===== src/rtl/mf_pkg.sv =====
// Shared widths and state encoding for the minifloat packet accumulator.
package mf_pkg;

   localparam int MF_M_W   = 4;
   localparam int MF_E_W   = 3;
   localparam int MF_VAL_W = 11;
   localparam int MF_SUM_W = 16;
   localparam int MF_CNT_W = 8;

   typedef enum logic [1:0] {
      IDLE = 2'd0,
      ACC  = 2'd1,
      HOLD = 2'd2
   } mf_state_t;

endpackage


===== src/rtl/mf_accum_decode.sv =====
// Minifloat to fixed-point decode: value = mantissa << exponent, 11 bits wide.
module mf_decode
   import mf_pkg::*;
(
   input  logic [MF_M_W-1:0]   in_m,
   input  logic [MF_E_W-1:0]   in_e,
   output logic [MF_VAL_W-1:0] val
);

   logic [MF_VAL_W-1:0] m_ext_s;

   assign m_ext_s = {{(MF_VAL_W-MF_M_W){1'b0}}, in_m};
   assign val     = m_ext_s << in_e;

endmodule


===== src/rtl/mf_accum.sv =====
// Packet accumulator for minifloat beats; optional sum clamping under MF_ACCUM_SAT_EN.
module mf_accum
   import mf_pkg::*;
(
   input  logic                clock,
   input  logic                reset,
   input  logic                in_valid,
   output logic                in_ready,
   input  logic [MF_M_W-1:0]   in_m,
   input  logic [MF_E_W-1:0]   in_e,
   input  logic                in_last,
   output logic                out_valid,
   input  logic                out_ready,
   output logic [MF_SUM_W-1:0] out_sum,
   output logic [MF_CNT_W-1:0] out_count,
   output logic                out_sat
);

   mf_state_t           state_q, state_d;
   logic [MF_SUM_W-1:0] acc_q, acc_d;
   logic [MF_CNT_W-1:0] cnt_q, cnt_d;
   logic                sat_q, sat_d;
   logic                in_ready_q, in_ready_d;
   logic                out_valid_q, out_valid_d;

   logic [MF_VAL_W-1:0] beat_val_s;
   logic [MF_SUM_W:0]   sum_ext_s;
   logic                accept_s;

   mf_decode u_decode (
      .in_m (in_m),
      .in_e (in_e),
      .val  (beat_val_s)
   );

   assign accept_s  = in_valid && in_ready_q;
   assign sum_ext_s = {1'b0, acc_q} + {{(MF_SUM_W+1-MF_VAL_W){1'b0}}, beat_val_s};

   // Next-state, accumulate and handshake logic
   always_comb begin
      state_d = state_q;
      acc_d   = acc_q;
      cnt_d   = cnt_q;
      sat_d   = sat_q;
      case (state_q)
         IDLE: begin
            if (accept_s) begin
               acc_d   = {{(MF_SUM_W-MF_VAL_W){1'b0}}, beat_val_s};
               cnt_d   = {{(MF_CNT_W-1){1'b0}}, 1'b1};
               sat_d   = 1'b0;
               state_d = in_last ? HOLD : ACC;
            end else begin
               state_d = IDLE;
            end
         end
         ACC: begin
            if (accept_s) begin
`ifdef MF_ACCUM_SAT_EN
               if (sum_ext_s[MF_SUM_W]) begin
                  acc_d = {MF_SUM_W{1'b1}};
                  sat_d = 1'b1;
               end else begin
                  acc_d = sum_ext_s[MF_SUM_W-1:0];
               end
`else
               acc_d = sum_ext_s[MF_SUM_W-1:0];
`endif
               if (cnt_q != {MF_CNT_W{1'b1}}) begin
                  cnt_d = cnt_q + {{(MF_CNT_W-1){1'b0}}, 1'b1};
               end else begin
                  cnt_d = cnt_q;
               end
               state_d = in_last ? HOLD : ACC;
            end else begin
               state_d = ACC;
            end
         end
         HOLD: begin
            if (out_valid_q && out_ready) begin
               state_d = IDLE;
            end else begin
               state_d = HOLD;
            end
         end
         default: begin
            state_d = IDLE;
         end
      endcase
      // Handshake outputs are registered, so they follow the next state
      in_ready_d  = (state_d != HOLD);
      out_valid_d = (state_d == HOLD);
   end

   // State registers; in_ready stays low while reset is held
   always_ff @(posedge clock or posedge reset) begin
      if (reset) begin
         state_q     <= IDLE;
         acc_q       <= {MF_SUM_W{1'b0}};
         cnt_q       <= {MF_CNT_W{1'b0}};
         sat_q       <= 1'b0;
         in_ready_q  <= 1'b0;
         out_valid_q <= 1'b0;
      end else begin
         state_q     <= state_d;
         acc_q       <= acc_d;
         cnt_q       <= cnt_d;
         sat_q       <= sat_d;
         in_ready_q  <= in_ready_d;
         out_valid_q <= out_valid_d;
      end
   end

   assign in_ready  = in_ready_q;
   assign out_valid = out_valid_q;
   assign out_sum   = acc_q;
   assign out_count = cnt_q;
   assign out_sat   = sat_q;

endmodule


===== config.mk =====
export PLATFORM = sky130hd
export DESIGN_NAME = mf_accum
export DESIGN_NICKNAME = d
export VERILOG_FILES = /design/src/rtl/mf_pkg.sv /design/src/rtl/mf_accum_decode.sv /design/src/rtl/mf_accum.sv
export SDC_FILE = /design/constraint.sdc
export NUM_CORES = 1
export LEC_CHECK = 0
export CAP_MARGIN = 10
export CORE_ASPECT_RATIO = 0.9
export CORE_MARGIN = 3
export CORE_UTILIZATION = 49
export DETAILED_ROUTE_END_ITERATION = 16
export PLACE_DENSITY_LB_ADDON = 0.1
export SLEW_MARGIN = 5
export SYNTH_ARGS = -nofsm -noshare
export SYNTH_HDL_FRONTEND = slang
export SYNTH_HIERARCHICAL = 1
export SYNTH_SLANG_ARGS = --single-unit

===== constraint.sdc =====
create_clock -name clock -period 5.2 [get_ports clock]
set_input_delay 1.04 -clock clock [delete_from_list [all_inputs] [get_ports clock]]
set_output_delay 1.04 -clock clock [all_outputs]
set_load 0.02 [all_outputs]

After elaboration in Yosys (flattened, before gate mapping)
Cells that the tools add are included.
- flip-flop bits (word level): 28
- output and inout port bits: 27
- logic and storage cells: 34
- add/sub/neg operators: 2
- eq/ne operators: 8
- shift-type cells: 1
- muxes and demuxes: 12
- reduce and logical (&&, ||, !) cells: 6
- operators by type and width (cell ; number):
    two-way mux 16 bit ; 2
    case mux 16 bit (2 select lines) ; 1
    two-way mux 8 bit ; 3
    adder 16 x 11 -> 16 bit ; 1
    case mux 8 bit (2 select lines) ; 1
    left shift 4 x 3 -> 11 bit ; 1
    adder 8 x 1 -> 8 bit, second input constant ; 1
    two-way mux 2 bit ; 4
    inequality test 2 bit, second input constant ; 4
    inequality test 8 bit, second input constant ; 1
    case mux 2 bit (3 select lines) ; 1
    equality test 2 bit, second input constant ; 2
    AND reduction 4 bit ; 1
    AND reduction 3 bit ; 1
    equality test 2 x 1 -> 1 bit, second input constant ; 1
    logical AND 1 bit ; 2
    logical NOT 2 bit ; 1
    nonzero test 2 bit ; 1

Longest topological paths before layout
- word-level depth: 4
- gate-level depth with buffers: 11

By module
The synthesis kept the hierarchy.
- by module, submodules not included (module ; instances ; cells an instance ; area an instance (sq um) ; seq. area each (sq um)):
    mf_accum ; 1 ; 213 ; 1831.8 ; 700.7
    mf_decode ; 1 ; 30 ; 229.0 ; 0.0

Least setup slack after synthesis
No wires, ideal clock.
- kind: input port to flip-flop
- start point: input port in_e[0]
- end point: register acc_q[8], in the netlist out_sum[8]
- arrival time: 2.964 ns
- slack: 2.157 ns
- stages on the path: 10
- path buffers: 1
- path through: buf_4 > mux2i_1 > nor3_1 > fa_1 > a21oi_1 > o21ai_1 > or3_1 > a31oi_1 > xnor2_1 > a2bb2oi_1
- cells in the longest elaborated chain, start to end: 4
- elaborated cells between the ends (all ways): 5
- those cells by class: add/sub (1); shift (1); mux (3)
- ends and longest elaborated chain (element ; RTL line ; RTL):
    start: declaration ; mf_accum.sv:10 ; input logic [MF_E_W-1:0] in_e,
    left shift 4 x 3 -> 11 bit ; mf_accum_decode.sv:13 ; assign val = m_ext_s << in_e;
    named net beat_val_s[1] ; mf_accum.sv:26 ; logic [MF_VAL_W-1:0] beat_val_s;
    adder 16 x 11 -> 16 bit ; mf_accum.sv:37 ; assign sum_ext_s = {1'b0, acc_q} + {{(MF_SUM_W+1-MF_VAL_W){1'b0}}, beat_val_s};
    two-way mux 16 bit ; mf_accum.sv:57 ; if (accept_s) begin
    case mux 16 bit (2 select lines) ; mf_accum.sv:45 ; case (state_q)
    end signal: assignment ; mf_accum.sv:98 ; acc_q <= {MF_SUM_W{1'b0}};
    end: declaration ; mf_accum.sv:20 ; logic [MF_SUM_W-1:0] acc_q, acc_d;
The timed path passes the listed nets, and every way through them passes these cells. The select of a mux whose other input is x is not followed.
A chain may end at the register's enable or synchronous reset.

Worst setup path in the final report
- start point: input port in_e[1]
- end point: register acc_q[11], in the netlist out_sum[11]
Same word-level chain as after synthesis.

==> impl_metrics.env <==
export IMPL_syn_area_per_cell_um2=8.480
export IMPL_status="complete, no violations"
export IMPL_end_kind="register"
export IMPL_port_buffers=37
export IMPL_cts_setup_buffers=0
export IMPL_ff_latch_area_um2=700.7
export IMPL_cp_num_buf_inv=1
export IMPL_synthCells=243
export IMPL_hold_path_depth=2
export IMPL_numPlacedInstances=316
export IMPL_cts_root_buf="clkbuf_8"
export IMPL_r2r_end="out_sum[8]$_DFFE_PP0P_"
export IMPL_synth_largest_area_cell="dfrtp_1"
export IMPL_pin_count=39
export IMPL_die_area_mm2=0.005021
export IMPL_finalSetupViolCount=0
export IMPL_synth_edf_count=0
export IMPL_tightest_slew_ns=0.8256
export IMPL_min_period_ns=3.642
export IMPL_fmax_mhz=274.6
export IMPL_synthesis_nets=268
export IMPL_die_h_um=67.52
export IMPL_reg2reg_depth=8
export IMPL_hold_slack_ns=0.5272
export IMPL_synthAdderAreaFrac_pct=8.257
export IMPL_grt_setup_unrepaired="false"
export IMPL_power_total_mw=1.065
export IMPL_fin_area_mm2=0.002510
export IMPL_powerDensity_mw_per_mm2=424.5
export IMPL_leakagePower_nw=1.068
export IMPL_multiInputGateArea_mm2=0.001261
export IMPL_via_per_inst=5.601
export IMPL_cp_data_required_time_ns=5.38
export IMPL_grt_start_max_net_pins=29
export IMPL_firstDrtPassIters=5
export IMPL_cp_max_fo=11
export IMPL_grt_usage_pct=18.95
export IMPL_synth_ff_type="dfrtp_1"
export IMPL_async_flop_share_pct=100.0
export IMPL_routed_wl_um=4483
export IMPL_syn_to_final_growth_pct=21.80
export IMPL_final_common_cell="clkdlybuf4s50_1"
export IMPL_vdd_drop_max_uv=269.5
export IMPL_synthTopCellsByArea="dfrtp_1 (34%), ha_1 (7.3%), nand2_1 (5.1%), o21ai_0 (5.1%), a21oi_1 (4.6%)"
export IMPL_r2r_start="out_sum[0]$_DFFE_PP0P_"
export IMPL_globalplace_congestion=0.9006
export IMPL_p_int_mw=0.6035
export IMPL_fin_skew_ns=0.009445
export IMPL_drive_above_1_share_pct=5.818
export IMPL_cpPeakStageDelay_ns=0.71
export IMPL_p_comb_share_pct=52.1
export IMPL_dp_hpwl_um=3348
export IMPL_place_ws_ns=1.303
export IMPL_cts_resized=0
export IMPL_synthesis_area_mm2=0.002061
export IMPL_p_switching_mw=0.4618
export IMPL_synthMuxAreaShare_pct=5.222
export IMPL_drv_cap=0
export IMPL_power_frac_seq_pct=35.2
export IMPL_ys_seq_elements=28
export IMPL_timing_final_hold_violations=0
export IMPL_clockBufferDepth=2
export IMPL_crit_chain="clkdlybuf4s50_1 -> mux2i_2 -> o22ai_1 -> ha_1 -> nand2_1 -> nor3b_2 -> o21ai_1 -> o21ai_2 -> o21ai_0 -> a22o_1"
export IMPL_cts_hold_buf=0
export IMPL_core_area_mm2=0.003889
export IMPL_synth_cell_types=50
export IMPL_synth_xor_area_share_pct=5.100
export IMPL_critPathTopFamily="compound AO/OA/AOI/OAI gates"
export IMPL_vias=1798
export IMPL_yosys_area_share_simple_pct=21.37
export IMPL_fill_cells=357
export IMPL_chipWidth_um=74.36
export IMPL_hold_class="reg2reg"
export IMPL_start_util_pct=52.99
export IMPL_synth_compound_area_share_pct=21.07
export IMPL_netlist_area_leader_share_pct=34.00
export IMPL_period_share_pct=70.03
export IMPL_fin_util_pct=64.54
export IMPL_grt_pass1_wl_um=7458
export IMPL_antenna_found_initial=0
export IMPL_hold_end="out_sum[0]$_DFFE_PP0P_"
export IMPL_cp_arrival_ns=3.82
export IMPL_setup_ws_ns=1.558
export IMPL_cts_buffers=3
export IMPL_crit_path_start_kind="input port"
export IMPL_cts_tree="built"
export IMPL_synth_top_family_by_area="simple AND/OR/NAND/NOR gates"
export IMPL_layout_nets=301
export IMPL_path_class="in2reg"
export IMPL_remaining_drc_errors=0
export IMPL_yosys_warnings=6
export IMPL_worstSkewPairLatency_ns=0.28
export IMPL_hold_start="out_sum[0]$_DFFE_PP0P_"
export IMPL_yosysSeqAreaShare_pct=34.00
export IMPL_r2r_slack_ns=2.91
export IMPL_tns_ns=0
export IMPL_cts_sinks=28
export IMPL_ant_nets=0
export IMPL_grt_pass1_vias=1634
export IMPL_antenna_cells=0
export IMPL_cpMaxStageDelayCell="clkdlybuf4s50_1"
export IMPL_cts_htree_levels=1
export IMPL_wl_per_cell_um=13.97
export IMPL_slew_viol_final=0
export IMPL_clk_pin_slew_worst_paths_ns=0.10
export IMPL_drt_iter0_drc=188
export IMPL_timing_max_slew_rel_slack_pct=44.96
export IMPL_final_cell_mix="clkdlybuf4s50_1 (37), nand2_1 (28), dfrtp_1 (28), nor2_1 (23), o21ai_0 (21)"
export IMPL_swShare_pct=43.35
export IMPL_final_cells=321
export IMPL_rows=21
export IMPL_grt_overflow=0
export IMPL_postPlaceCellArea_mm2=0.002427
export IMPL_clkPwrFrac_pct=12.7
## routing by layer
| metal | share of wire, % | global-route usage (%) | routed length, um |
|---|---|---|---|
| met1 | 53 | 28.20 | 2365 |
| met2 | 43 | 28.62 | 1923 |
| met3 | 3.8 | 3.571 | 170 |
| met4 | 0.54 | 3.778 | 24 |
| met5 | 0 | 0 | 0 |
## Yosys cell counts, drive strengths merged (3+ instances only)
library cell,n
dfrtp,28
nand2,28
o21ai,24
nor2,23
a21oi,21
ha,12
mux2i,10
nand3,10
buf,8
inv,8
nand4,7
xnor2,6
xor2,6
nand2b,5
o22ai,5
or3,5
and3,3
clkbuf,3
## cells by family after synthesis
logic type                 Yosys count
AOI/OAI and AO/OA                   70
xor gates and xnor gates            12
adders and majority gates           13
buffers and inverters               19
DFF                                 28
muxes                               10
other                                1
and+or+nand+nor                     90
## worst min-delay path, delay by kind of cell, from the launching register on
family	cells	cell delay, ns
DFF	1	0.38
and+or+nand+nor	1	0.05
AOI/OAI and AO/OA	1	0.06
## power by group through the flow
stage	clock, mW	combinational (mW)	sequential, mW
3_3_place_gp	0	0.551	0.376
4_1_cts	0.139	0.553	0.374
6_report	0.135	0.555	0.375
3_5_place_dp	0	0.550	0.377
2_1_floorplan	0	0.325	0.410
5_1_grt	0.151	0.616	0.386
## worst max path at each step
stage	cells after the start	startpoint	slack, ns	to
2_1_floorplan	10	in_e[0]	2.16	out_sum[8]$_DFFE_PP0P_
3_3_place_gp	10	in_e[1]	1.34	out_sum[11]$_DFFE_PP0P_
3_5_place_dp	10	in_e[1]	1.30	out_sum[11]$_DFFE_PP0P_
4_1_cts	10	in_e[1]	1.61	out_sum[11]$_DFFE_PP0P_
5_1_grt	10	in_e[1]	1.37	out_sum[10]$_DFFE_PP0P_
6_report	10	in_e[1]	1.56	out_sum[11]$_DFFE_PP0P_
## state kept, by name (all words and copies together) (netlist names)
name,count
out_sum,16
out_valid,1
out_count,8
state_q,2
in_ready,1
## area by class of cell
class	instances	share of cell area [%]
sequential	28	27.92
timing repair buffer	39	16.15
multi-input combinational	196	50.25
tap	46	2.293
inverter	8	1.196
clock buffer	4	2.193
Note: power is estimated with default switching activity, not from simulation.
